## src/rtl/bundle_word_packer.sv

```systemverilog
// Packs a stream of WORD_W-bit words into one NUM_WORDS-slot bundle, slot i at bits [WORD_W*i +: WORD_W].
// Latency: out_valid rises the cycle after the closing word (slot NUM_WORDS-1 or in_last) is accepted.
// Backpressure: single-buffered; in_ready is low from bundle close until the bundle is handed off.
module bundle_word_packer #(
    parameter int WORD_W    = 32,
    parameter int NUM_WORDS = 32,
    parameter int CNT_W     = 6,
    parameter int BCNT_W    = 16
) (
    input  logic                        clk_main_200mhz,
    input  logic                        reset,
    input  logic [WORD_W-1:0]           in_word,
    input  logic                        in_valid,
    input  logic                        in_last,
    output logic                        in_ready,
    output logic [WORD_W*NUM_WORDS-1:0] out_bundle,
    output logic                        out_valid,
    input  logic                        out_ready,
    output logic [CNT_W-1:0]            out_word_count,
    output logic                        out_short,
    output logic [BCNT_W-1:0]           bundle_count
);

    typedef enum logic [1:0] {
        IDLE = 2'd0,
        FILL = 2'd1,
        HOLD = 2'd2
    } state_t;

    localparam logic [CNT_W-1:0]  LAST_IDX = CNT_W'(NUM_WORDS - 1);
    localparam logic [BCNT_W-1:0] BCNT_MAX = '1;

    state_t           state;
    logic [CNT_W-1:0] wr_idx;
    logic             accept;
    logic             close_now;

    // Handshake strobes are decoded purely from the state register so no input reaches in_ready.
    assign in_ready       = (state == FILL);
    assign out_valid      = (state == HOLD);
    assign out_word_count = wr_idx;
    assign accept         = in_valid && in_ready;
    assign close_now      = (wr_idx == LAST_IDX) || in_last;

    // Fill slots in order, freeze the bundle when it closes, clear it again on handoff.
    always_ff @(posedge clk_main_200mhz or posedge reset) begin
        if (reset) begin
            state        <= IDLE;
            wr_idx       <= '0;
            out_bundle   <= '0;
            out_short    <= 1'b0;
            bundle_count <= '0;
        end else begin
            case (state)
                IDLE: state <= FILL;
                FILL: begin
                    if (accept) begin
                        for (int i = 0; i < NUM_WORDS; i++) begin
                            if (wr_idx == CNT_W'(i)) begin
                                out_bundle[i*WORD_W +: WORD_W] <= in_word;
                            end
                        end
                        // Counter never rolls over: FILL is left once the final slot is written.
                        wr_idx <= wr_idx + 1'b1;
                        if (close_now) begin
                            state     <= HOLD;
                            out_short <= in_last && (wr_idx != LAST_IDX);
                        end
                    end
                end
                HOLD: begin
                    if (out_ready) begin
                        state      <= FILL;
                        out_bundle <= '0;
                        wr_idx     <= '0;
                        out_short  <= 1'b0;
                        if (bundle_count != BCNT_MAX) begin
                            bundle_count <= bundle_count + 1'b1;
                        end
                    end
                end
                default: state <= IDLE;
            endcase
        end
    end

endmodule

```

## config.mk

```make
export PLATFORM = sky130hd
export DESIGN_NAME = bundle_word_packer
export DESIGN_NICKNAME = d
export VERILOG_FILES = /design/src/rtl/bundle_word_packer.sv
export SDC_FILE = /design/constraint.sdc
export NUM_CORES = 2
export LEC_CHECK = 0
export BUFFER_PORTS_ARGS = -buffer_cell sky130_fd_sc_hd__buf_4
export CAP_MARGIN = 40
export CORE_AREA = 4 4 419 421
export DETAILED_ROUTE_END_ITERATION = 10
export DIE_AREA = 0 0 423 425
export PLACE_DENSITY = 0.48
export SKIP_CTS_REPAIR_TIMING = 1
export SLEW_MARGIN = 20
export SYNTH_ARGS = -nofsm -noshare
export SYNTH_HDL_FRONTEND = slang
export SYNTH_SLANG_ARGS = --single-unit
```

## constraint.sdc

```tcl
create_clock -name clk_main_200mhz -period 63.8 [get_ports clk_main_200mhz]
set_input_delay 12.76 -clock clk_main_200mhz [delete_from_list [all_inputs] [get_ports clk_main_200mhz]]
set_output_delay 12.76 -clock clk_main_200mhz [all_outputs]
set_load 0.02 [all_outputs]
```

==> results.tsv <==
stage	metric	value	unit
run_status	status	finished, final reports clean	
clock_network	cts_max_level	3	
timing	max_slew_margin	30.63	%
die	die_area	179800	sq um
global_routing	grt.total_usage	19.01	%
global_routing	grt_pass1_vias	27040	
worst_setup_path	worst-setup-path-type	input port to async pin	
logic_synthesis	yosys_register_bits	1049	
logic_synthesis	syn-num-nets	2539	
timing	setup-tns-final	0	ns
die	die_h	425	um
global_routing	grt-ovfl-total	0	
logic_synthesis	synthDistinctLibCells	40	
logic_synthesis	async_flop_share	100.0	%
layout	drive_above_1_share	67.70	%
layout	fin_area	59500	sq um
timing	maxSlewViolCount	0	
layout	layout.nets	3628	
worst_setup_path	end_kind	async pin	
hold_path	hold_path_class	register to register	
clock_network	clkTransAtPathRegs	0.06	ns
placed_design	placed_area	55060	sq um
die	die_width	423	um
detailed_routing	dr.pass1.iters	5	
timing	min_period	16.64	ns
die	ios	1086	
power_and_ir_drop	power.density	78.46	nW/um^2
clock_network	cts_buffer_depth	3	
clock_network	root_buffer	clkbuf_16	
logic_synthesis	synth_area_per_cell	17.68	sq um
power_and_ir_drop	p_leak	0.03009	uW
layout	multi_input_area	16540	sq um
worst_setup_path	worstPathMaxFanout	149	
clock_network	clkLatencyLatePin	0.76	ns
logic_synthesis	synthTopCellsByArea	dfrtp_1 60%, mux2_4 29%, mux2_2 4.4%, buf_6 2.3%, clkbuf_1 0.88%	
die	initial_utilization	25.73	%
logic_synthesis	yosysTopAreaCell	dfrtp_1	
detailed_routing	viasPerCell	4.302	
die	core_area	171400	sq um
timing	setup_viol	0	
detailed_routing	ant_nets	0	
worst_setup_path	critPathArrivalTime	17.58	ns
logic_synthesis	syn-cell-area	44090	sq um
power_and_ir_drop	vdd_ir_drop_max	0.04924	mV
placed_design	post-dp-hpwl	121900	um
logic_synthesis	synth_cells	2494	
timing	setup_ws	47.16	ns
worst_setup_path	required	64.74	ns
timing	finalHoldViolations	0	
detailed_routing	via_count	25820	
timing	tightest_slew	1.041	ns
logic_synthesis	synth.most_common_cell	dfrtp_1	
detailed_routing	post-route-drc-count	0	
global_routing	grt_start_max_net_pins	150	
timing	grt_setup_unrepaired	false	
layout	ff_latch_area	26250	sq um
placed_design	gp_congestion	0.7475	
logic_synthesis	synth_ff_type	dfrtp_1	
global_routing	antenna_found_initial	9	
logic_synthesis	synth-edff-count	0	
timing	holdWs	0.5041	ns
placed_design	place_ws	45.83	ns
worst_setup_path	startpoint_type	input port	
placed_design	port_buffers	1085	
logic_synthesis	yosys_warnings	0	
logic_synthesis	synth_top_area_share	59.53	%
layout	fillers	16510	
global_routing	grt_pass1_wl	238300	um
detailed_routing	wl	177800	um
timing	max_freq	60.09	MHz
detailed_routing	wl_per_cell	29.62	um
clock_network	cts.sinks	1049	
detailed_routing	drt_iter0_markers	1346	
logic_synthesis	synthTopCellsByCount	1049 x dfrtp_1, 855 x mux2_4, 172 x mux2_2	
clock_network	cts-buffers-inserted	120	
logic_synthesis	ys_seq_area_share	59.53	%
run	maxCapViolCount	0	
die	rows	152	
clock_network	cts_tree	done	
timing	clock-skew-final	0.02571	ns
timing	period_share	26.08	%
layout	synthToLayoutAreaGrowth	34.95	%
[report_power, final]
part / total, uW / switching (uW) / leakage, uW / internal [uW]
Combinational: 2700 / 1390 / 0.0154 / 1310
Clock: 739 / 292 / 0.00209 / 447
Sequential: 1230 / 208 / 0.0126 / 1020
[cells by family after synthesis]
kind of cell             after synthesis  synth area share (%)
multiplexers                        1027                 33.51
buffers and inverters                216                 3.561
XOR/XNOR                              17                0.3377
AO/OA/AOI/OAI                         43                0.6527
adder cells (fa/ha/maj)                8                0.2270
flip-flops                          1049                 59.53
AND/OR/NAND/NOR                      134                 2.182
[per-layer routing]
layer  global-route usage (%)  routed length [um]  part of all wire [%]
met3                    4.938               10120                   5.7
met4                    6.974                7127                   4.0
met5                        0                   0                     0
met2                    33.48               90730                    51
met1                    22.24               69800                    39
[cells in the final DEF (no fill, tap or decap), types with 22 or more instances in the layout]
cell type / instances
buf_4: 1136
dfrtp_1: 1049
mux2_4: 855
mux2_2: 172
clkbuf_16: 125
clkbuf_8: 33
nor2b_4: 32
nand2_4: 28
buf_16: 25
clkbuf_1: 22
[through the flow]
step | utilization, % | cells | power (uW)
after detailed placement | 32.13 | 5764 | 3972
after CTS | 34.62 | 5990 | 4732
after floorplan | - | 2494 | 2890
final | 34.72 | 6002 | 4669
after global routing | 34.72 | 5997 | 4855
after global placement | 31.67 | 5732 | 3917
[area by class of cell]
class,count,share of cell area [%]
sequential,1049,44.12
multi-input combinational,1229,27.80
timing repair buffer,1176,15.99
clock buffer,180,6.159
tap,2310,4.857
clock inverter,46,0.9925
inverter,7,0.05678
antenna,5,0.02103
[path summary, 6_finish.rpt]
path	slack [ns]	to	start	cells past startpoint
hold / removal	0.50	out_bundle[746]	out_bundle[746]	1
max in group clk_main_200mhz	48.85	out_valid	state[0]	3
setup / recovery	47.16	out_bundle[236]	reset	11
min in group asynchronous	12.07	out_bundle[668]	reset	2
hold reg to reg	0.50	out_bundle[746]	out_bundle[746]	1
setup reg to reg	60.46	out_bundle[78]	state[1]	9
[registers in the layout, summed over array words and instances (netlist names)]
signal and flops:
out_word_count 6, out_short 1, state 2, bundle_count 16, out_bundle 1024
[critical path, stage by stage]
cell	delay, ns
buf_4	0.13
inv_8	0.40
buf_12	0.56
buf_4	0.63
buf_4	0.68
buf_4	0.27
buf_16	0.27
buf_4	0.44
buf_12	0.28
buf_4	0.42
buf_12	0.26
(Power assumes the default switching activity.)
